==> src/rtl/fsm_pin_mapper.sv <==
// fsm_pin_mapper: per-FSM sticky pin output / pin drive register file.
// OUT, SET and side-set writes are mapped onto the pins through a base/count
// window that wraps from pin 31 back to pin 0. The outputs come straight from
// flops and feed the output arbitrator's fsm_output/fsm_drive slot.
//
// Ports:
//   clk, rst_n          clock, asynchronous active-low reset
//   enable              FSM enabled; all write strobes are ignored when low
//   restart             synchronous clear of pin state and collision flag
//   out_*/set_*         OUT / SET mapping (base, count) and write (valid, dest, data)
//   sideset_*           side-set mapping, target select and write
//   pin_output          registered pin output values
//   pin_drive           registered pin drive enables
//   collision           sticky flag: OUT and SET strobed in the same cycle
//
// Build option: SIDESET_OPT_EN treats the top side-set bit as an enable bit.
module fsm_pin_mapper #(
  parameter int unsigned NUM_PINS = 32,
  parameter int unsigned SET_MAX  = 5
) (
  input  logic                clk,
  input  logic                rst_n,
  input  logic                enable,
  input  logic                restart,
  input  logic [4:0]          out_base,
  input  logic [5:0]          out_count,
  input  logic [4:0]          set_base,
  input  logic [2:0]          set_count,
  input  logic [4:0]          sideset_base,
  input  logic [2:0]          sideset_count,
  input  logic                sideset_pindir,
  input  logic                out_valid,
  input  logic                out_dest,
  input  logic [NUM_PINS-1:0] out_data,
  input  logic                set_valid,
  input  logic                set_dest,
  input  logic [SET_MAX-1:0]  set_data,
  input  logic                sideset_valid,
  input  logic [SET_MAX-1:0]  sideset_data,
  output logic [NUM_PINS-1:0] pin_output,
  output logic [NUM_PINS-1:0] pin_drive,
  output logic                collision
);

  localparam int unsigned DBL_W = 2 * NUM_PINS;

  logic [NUM_PINS-1:0] pin_output_q, pin_output_d;
  logic [NUM_PINS-1:0] pin_drive_q, pin_drive_d;
  logic                collision_q, collision_d;

  // Rotate left by base, modulo the pin count.
  function automatic logic [NUM_PINS-1:0] rotl(input logic [NUM_PINS-1:0] x,
                                               input logic [4:0] base);
    logic [DBL_W-1:0] dbl;
    dbl = {x, x} << base;
    return dbl[DBL_W-1 -: NUM_PINS];
  endfunction

  // cnt consecutive ones starting at pin base, wrapping past the top pin.
  function automatic logic [NUM_PINS-1:0] span_mask(input logic [4:0] base,
                                                    input logic [5:0] cnt);
    logic [NUM_PINS-1:0] low;
    low = (cnt >= 6'(NUM_PINS)) ? '1 : ((NUM_PINS'(1) << cnt) - NUM_PINS'(1));
    return rotl(low, base);
  endfunction

  // Masked read-modify-write of one register through a base/count window.
  function automatic logic [NUM_PINS-1:0] apply(input logic [NUM_PINS-1:0] cur,
                                                input logic [NUM_PINS-1:0] data,
                                                input logic [4:0] base,
                                                input logic [5:0] cnt);
    logic [NUM_PINS-1:0] mask;
    mask = span_mask(base, cnt);
    return (cur & ~mask) | (rotl(data, base) & mask);
  endfunction

  logic [5:0] out_cnt_c;
  logic [2:0] set_cnt_c;
  logic [2:0] ss_cnt_c;
  logic [2:0] ss_eff_cnt_c;
  logic       ss_go_c;
  logic       do_out_c;
  logic       do_set_c;

  // Count clamping and strobe qualification.
  always_comb begin
    out_cnt_c = (out_count > 6'(NUM_PINS)) ? 6'(NUM_PINS) : out_count;
    set_cnt_c = (set_count > 3'(SET_MAX)) ? 3'(SET_MAX) : set_count;
    ss_cnt_c  = (sideset_count > 3'(SET_MAX)) ? 3'(SET_MAX) : sideset_count;
    do_out_c  = enable & out_valid;
    do_set_c  = enable & set_valid & ~out_valid;
`ifdef SIDESET_OPT_EN
    // Top side-set bit gates the write; only the bits below it reach the pins.
    ss_eff_cnt_c = (ss_cnt_c >= 3'd2) ? (ss_cnt_c - 3'd1) : 3'd0;
    ss_go_c      = enable & sideset_valid & (ss_cnt_c >= 3'd2) &
                   sideset_data[ss_cnt_c - 3'd1];
`else
    ss_eff_cnt_c = ss_cnt_c;
    ss_go_c      = enable & sideset_valid;
`endif
  end

  // Next state: OUT/SET first, side-set on top, restart overrides everything.
  always_comb begin
    pin_output_d = pin_output_q;
    pin_drive_d  = pin_drive_q;
    collision_d  = collision_q | (enable & out_valid & set_valid);

    if (do_out_c) begin
      if (out_dest) pin_drive_d  = apply(pin_drive_d,  out_data, out_base, out_cnt_c);
      else          pin_output_d = apply(pin_output_d, out_data, out_base, out_cnt_c);
    end else if (do_set_c) begin
      if (set_dest) pin_drive_d  = apply(pin_drive_d,  NUM_PINS'(set_data), set_base,
                                         6'(set_cnt_c));
      else          pin_output_d = apply(pin_output_d, NUM_PINS'(set_data), set_base,
                                         6'(set_cnt_c));
    end

    if (ss_go_c) begin
      if (sideset_pindir) pin_drive_d  = apply(pin_drive_d, NUM_PINS'(sideset_data),
                                               sideset_base, 6'(ss_eff_cnt_c));
      else                pin_output_d = apply(pin_output_d, NUM_PINS'(sideset_data),
                                               sideset_base, 6'(ss_eff_cnt_c));
    end

    if (restart) begin
      pin_output_d = '0;
      pin_drive_d  = '0;
      collision_d  = 1'b0;
    end
  end

  // State registers.
  always_ff @(posedge clk or negedge rst_n) begin
    if (!rst_n) begin
      pin_output_q <= '0;
      pin_drive_q  <= '0;
      collision_q  <= 1'b0;
    end else begin
      pin_output_q <= pin_output_d;
      pin_drive_q  <= pin_drive_d;
      collision_q  <= collision_d;
    end
  end

  assign pin_output = pin_output_q;
  assign pin_drive  = pin_drive_q;
  assign collision  = collision_q;

endmodule

==> config.mk <==
export PLATFORM = sky130hd
export DESIGN_NAME = fsm_pin_mapper
export DESIGN_NICKNAME = d
export VERILOG_FILES = /design/src/rtl/fsm_pin_mapper.sv
export SDC_FILE = /design/constraint.sdc
export NUM_CORES = 1
export LEC_CHECK = 0
export CORE_MARGIN = 2
export CORE_UTILIZATION = 40
export CTS_BUF_LIST = sky130_fd_sc_hd__clkbuf_4 sky130_fd_sc_hd__clkbuf_8
export CTS_CLUSTER_SIZE = 10
export DETAILED_ROUTE_END_ITERATION = 8
export DONT_BUFFER_PORTS = 1
export GPL_TIMING_DRIVEN = 0
export PLACE_DENSITY = 0.56
export SETUP_SLACK_MARGIN = 0.15
export SYNTH_ARGS = -nofsm -noshare
export SYNTH_HDL_FRONTEND = slang
export SYNTH_SLANG_ARGS = --single-unit
==> constraint.sdc <==
create_clock -name clk -period 3.7 [get_ports clk]
set_input_delay 0.74 -clock clk [delete_from_list [all_inputs] [get_ports clk]]
set_output_delay 0.74 -clock clk [all_outputs]
set_load 0.02 [all_outputs]
==> Yosys cells after proc, flatten, opt, wreduce, memory -nomap -nowiden <==
Index checks and enable logic that the tools add are counted.
{ "word_totals": {"ff_bits": 65, "inputBits": 79, "output_inout_bits": 65, "wordCells": 63} }
{ "classes": {"n_addsub": 3, "order_cmp": 4, "shifts": 9, "n_mux": 19, "n_bitwise": 25} }
{ "ops": {"columns": ["op", "n"], "rows": [
  ["$mux W32", 15],
  ["$and A32 B32 Y32", 9],
  ["$shl A64 B5 Y64", 4],
  ["$or A32 B32 Y32", 6],
  ["$shl A37 B5 Y64", 2],
  ["$not A32 Y32", 3],
  ["$sub A32 B1 Y32 const B", 3],
  ["$shl A1 B3 Y32 const A", 2],
  ["$shl A1 B6 Y32 const A", 1],
  ["$ge A6 B6 Y1 const B", 1],
  ["$gt A3 B3 Y1 const B", 2],
  ["$gt A6 B6 Y1 const B", 1],
  ["$mux W3", 2],
  ["$mux W6", 1],
  ["$and A1 B1 Y1", 5],
  ["$mux W1", 1],
  ["$not A1 Y1", 1],
  ["$or A1 B1 Y1", 1]
]} }

==> Depth between registers and ports, before layout <==
{ "depth": {"ltp_word": 16, "mapped_depth": 16, "mapped_depth_nobuf": 12} }

==> Worst setup path after synthesis <==
OpenSTA, ideal clock, no wires.
{ "synth_timing": {"path_type": "input-to-reg", "start": "input port out_count[3]", "end": "register pin_drive_q[10], in the netlist pin_drive[10]", "setup_ps": 129, "t_arrival_ps": 4243, "required_time_ps": 3571, "setup_slack_ps": -673, "stages": 15, "n_path_buf": 3, "cell_sequence": "buf_2 buf_2 clkbuf_1 nor3_1 nand3_1 ha_1 o31a_1 a31oi_4 a21oi_1 mux2i_2 a221o_1 a21oi_1 mux2i_1 nor2_1 o41a_1"} }
{ "synth_between": {"elab_chain_len": 16, "word_cells_on_any_way": 18, "cone_classes": "1 x add/sub; 2 x order compare; 2 x shift; 7 x mux; 6 x bitwise"} }
{ "synth_lines": {"columns": ["item", "line_no", "rtl"], "rows": [
  ["from (decl)", "26", "input logic [5:0] out_count,"],
  ["$gt A6 B6 Y1", "87", "out_cnt_c = (out_count > 6'(NUM_PINS)) ? 6'(NUM_PINS) : out_count;"],
  ["$mux W6 *", "87", null],
  ["$shl A1 B6 Y32", "63", "low = (cnt >= 6'(NUM_PINS)) ? '1 : ((NUM_PINS'(1) << cnt) - NUM_PINS'(1));"],
  ["$sub A32 B1 Y32", "63", null],
  ["$mux W32 *", "63", null],
  ["$shl A64 B5 Y64 *", "55", "dbl = {x, x} << base;"],
  ["$not A32 Y32", "74", "return (cur & ~mask) | (rotl(data, base) & mask);"],
  ["$and A32 B32 Y32", "74", null],
  ["$or A32 B32 Y32 *", "74", null],
  ["$mux W32 *", "110", "if (out_dest) pin_drive_d = apply(pin_drive_d, out_data, out_base, out_cnt_c);"],
  ["$mux W32 *", "109", "if (do_out_c) begin"],
  ["$and A32 B32 Y32", "74", null],
  ["$or A32 B32 Y32", "74", null],
  ["$mux W32", "120", "if (sideset_pindir) pin_drive_d = apply(pin_drive_d, NUM_PINS'(sideset_data),"],
  ["$mux W32 *", "119", "if (ss_go_c) begin"],
  ["$mux W32 *", "126", "if (restart) begin"],
  ["via pin_drive_d[10]", "48", "logic [NUM_PINS-1:0] pin_drive_q, pin_drive_d;"],
  ["to (signal assigned)", "141", "pin_drive_q <= pin_drive_d;"],
  ["to (decl)", "48", null]
]} }
The timed path passes the listed nets; every way through them passes the cells marked *.

==> Final worst setup path <==
{ "layout_timing": {"start": "input port out_count[4]", "end": "register pin_output_q[26], in the netlist pin_output[26]"} }
{ "layout_between": {"elab_chain_len": 16, "word_cells_on_any_way": 18, "cone_classes": "1 x add/sub; 2 x order compare; 2 x shift; 7 x mux; 6 x bitwise"} }
{ "layout_lines": {"columns": ["item", "line_no", "rtl"], "rows": [
  ["$gt A6 B6 Y1", "87", null],
  ["$mux W6 *", "87", null],
  ["$shl A1 B6 Y32", "63", null],
  ["$sub A32 B1 Y32", "63", null],
  ["$mux W32 *", "63", null],
  ["$shl A64 B5 Y64 *", "55", null],
  ["$not A32 Y32", "74", null],
  ["$and A32 B32 Y32", "74", null],
  ["$or A32 B32 Y32 *", "74", null],
  ["$mux W32 *", "110", null],
  ["$mux W32 *", "109", null],
  ["$and A32 B32 Y32", "74", null],
  ["$or A32 B32 Y32", "74", null],
  ["$mux W32", "120", null],
  ["$mux W32 *", "119", null],
  ["$mux W32 *", "126", null],
  ["via pin_output_d[26]", "47", "logic [NUM_PINS-1:0] pin_output_q, pin_output_d;"],
  ["to (signal assigned)", "140", "pin_output_q <= pin_output_d;"],
  ["to (decl)", "47", null]
]} }
Marked as above.

==> flow_summary.json <==
{
  "status": "finished, violations left",
  "violations": "design-rule violations, negative setup slack",
  "critical_path_class": "primary input to register",
  "layout.cells.non_filler": 2874,
  "synth_area_leaders": "dfrtp_1 11%, nand2_1 7.3%, nor2_1 6.4%",
  "crit_buf_inv": 6,
  "antenna_found_initial": 1,
  "synth_edf_count": 0,
  "drt_pass1_iterations": 9,
  "min_period_over_period_pct": 111,
  "arrival_ns": 4.38,
  "synth_most_common_cell": "nand2_1",
  "num-nets-final": 2443,
  "synthDistinctLibCells": 99,
  "required_ns": 3.97,
  "dpl.hpwl_um": 76400,
  "synth_warnings": 0,
  "maxCapViolations": 0,
  "path_delay_family": "compound AO/OA/AOI/OAI gates",
  "path_max_fanout": 7,
  "timing.rr.start": "pin_drive[11]",
  "critical_path_depth": 18,
  "cts.sinks": 65,
  "area_growth_pct": 25.0,
  "skew_ns": 0,
  "cts.hold.buffers_added": 0,
  "fmax_ghz": 0.244,
  "rrSetupSlack_ns": 1.97,
  "p_leak_uw": 0.00653,
  "io_buffers": 0,
  "syn-instance-count": 2244,
  "yosys.area.top_type_share_pct": 10.7,
  "cpPeakStageDelay_ns": 0.43,
  "die_area_um2": 39500,
  "utilization_pct": 50.6,
  "finalCriticalPeriod_ns": 4.10,
  "cts_root_buffer": "clkbuf_8",
  "dpl.cell_count": 2757,
  "viasPerCell": 7.57,
  "grt_overflow": 0,
  "die_h_um": 199,
  "die_w_um": 199,
  "io_pins": 144,
  "vias": 21800,
  "path_cells": "buf_12, buf_8, buf_8, nor3_4, nand3_2, ha_4, o31a_1, a31oi_4, buf_12, a2111o_1, o211ai_1, buf_4, a221o_1, a21oi_4, buf_6, mux2i_1, nor2_1, o41a_1",
  "ant_nets": 0,
  "synthFlopType": "dfrtp_1",
  "start_util_pct": 40.5,
  "reg2reg_to": "pin_drive[11]",
  "drc": 1,
  "diodes": 0,
  "async_flop_share_pct": 100,
  "drt_wl_total_um": 98600,
  "worst_slew_pin_slew_ns": 1.41,
  "synthTopCellsByCount": "294 x nand2_1, 257 x nor2_1, 153 x clkbuf_1, 145 x a21oi_1, 145 x o21ai_0",
  "drv_slew": 0,
  "syn_area_per_cell_um2": 6.76,
  "hold_viol": 0,
  "wl_per_cell_um": 34.3,
  "maxSlewHeadroom_pct": 5.50,
  "cts_buffers": 9,
  "ys_seq_elements": 65,
  "cp-end-kind": "register",
  "place_congestion": 1.17,
  "r2r_cells": 5,
  "start_kind": "primary input",
  "power_per_cell_area_nw_per_um2": 221,
  "rows": 71,
  "setup_viol": 52,
  "syn_area_um2": 15200,
  "cp_slowest_cell": "o41a_1",
  "pre_cts_slack_ns": -1.60,
  "hold_path.class": "primary input to async pin",
  "drt_iter0_drc": 3724,
  "layout_setup_ws_ns": -0.402,
  "cts.clk_slew.worst_paths_ns": 0.11,
  "clk-insertion-delay-late_ns": 0.38,
  "cts_buffer_depth": 2,
  "finalPower_uw": 4190,
  "grt_max_degree": 66,
  "grt_first_pass_wirelength_um": 140000,
  "vdd_drop_max_v": 0.000144,
  "n_fill_cell": 3831,
  "fp.coreArea_um2": 37500,
  "htree_num_levels": 3,
  "drive_gt1_share_pct": 22.6,
  "grt_use_total_pct": 48.5,
  "grt_pass1_vias": 19800,
  "rsz0062_at_grt": "yes",
  "yosysTopAreaCell": "dfrtp_1",
  "cts_tree": "done",
  "ys_seq_area_share_pct": 10.7
}
## per-stage QoR
step / setup TNS (ns) / instance area, um^2 / hold slack (ns)
floorplan: -3.56 / 15400 / 0.444
global placement: -79.52 / 16100 / 0.448
detailed placement: -73.54 / 16100 / 0.447
CTS: -2.84 / 18000 / 0.0210
global route: -10.95 / 19000 / 0.0245
finish: -9.01 / 19000 / 0.0281
## state kept, by name, indices dropped and copies added (netlist names)
signal,flops
pin_drive,32
collision,1
pin_output,32
## logic make-up (layout without fill, tap and decap cells)
family	Yosys count	after routing	synth area share, %
xor gates and xnor gates	1	1	0.0577
adders and majority gates	5	5	0.412
muxes	156	156	13.9
other	2	4	0.0495
AOI/OAI and AO/OA	847	847	39.4
and+or+nand+nor	930	930	29.0
DFF	65	65	10.7
buffers and inverters	238	355	6.38
## per-layer routing
metal / vias to the layer above / part of all wire, % / wire (um) / track usage, %
li1: 8940 / - / - / -
met2: 1967 / 41 / 40400 / 72.6
met4: 0 / 10 / 9880 / 35.8
met5: - / 0 / 0 / 0
met3: 581 / 14 / 14000 / 16.0
met1: 10300 / 35 / 34300 / 57.9
## cell usage in the layout, fill, tap and decap left out, types with 25 or more instances in the layout
| cell | netlist | layout |
|---|---|---|
| nor3_1 | 58 | 51 |
| a21o_1 | 27 | 25 |
| mux2i_1 | 81 | 68 |
| mux4_2 | 40 | 40 |
| nand2b_1 | 30 | 29 |
| nand3_1 | 81 | 73 |
| buf_4 | 0 | 78 |
| nand2_1 | 294 | 290 |
| mux2_2 | 33 | 28 |
| clkbuf_2 | 0 | 28 |
| o211ai_1 | 67 | 67 |
| and2_1 | 37 | 35 |
| clkbuf_1 | 153 | 120 |
| a31oi_1 | 66 | 45 |
| dfrtp_1 | 65 | 65 |
| a21oi_1 | 145 | 116 |
| o21ai_0 | 145 | 118 |
| nor2_1 | 257 | 247 |
## power breakdown
| part | total, uW | internal [uW] | switching, uW | leakage [uW] |
|---|---|---|---|---|
| combinational | 2650 | 878 | 1770 | 0.00553 |
| clock | 680 | 325 | 355 | 0.0000981 |
| sequential | 861 | 747 | 114 | 0.000895 |
## worst reg2reg max path, stage by stage, from the launching register on
cell and delay, ns:
dfrtp_1 0.56, nand2_1 0.09, a221oi_1 0.27, a221oi_1 0.13, and2_1 0.21, a2111oi_2 0.35
## how the worst max path moves through the flow
stage,startpoint,to,slack (ns)
3_3_place_gp,out_count[5],pin_drive[15],-1.69
4_1_cts,out_count[3],pin_drive[26],-0.17
6_report,out_count[4],pin_output[26],-0.40
3_5_place_dp,out_count[5],pin_drive[15],-1.60
2_1_floorplan,out_count[4],pin_output[4],-0.18
5_1_grt,out_count[4],pin_output[26],-0.43
## timing repair
| action | in CTS | in global routing |
|---|---|---|
| endpoints found under the setup margin | 64 | 64 |
| resized for setup | 243 | 164 |
| buffers inserted | 67 | 33 |
| hold endpoints to repair | 0 | 0 |
| pin swaps | 79 | 95 |
| cloned | 2 | 0 |
## final cells by class
cell class                      count  area, um^2  share of cell area [%]
Clock buffer                       10         138                   0.725
Tap cell                          511         639                    3.37
Multi-Input combinational cell   1943       14500                    76.2
Timing Repair Buffer              102         887                    4.68
Buffer                            209        1050                    5.54
Inverter                           29         113                   0.594
Sequential cell                    65        1630                    8.57
Clock inverter                      5        56.3                   0.297
(Power assumes the default switching activity.)
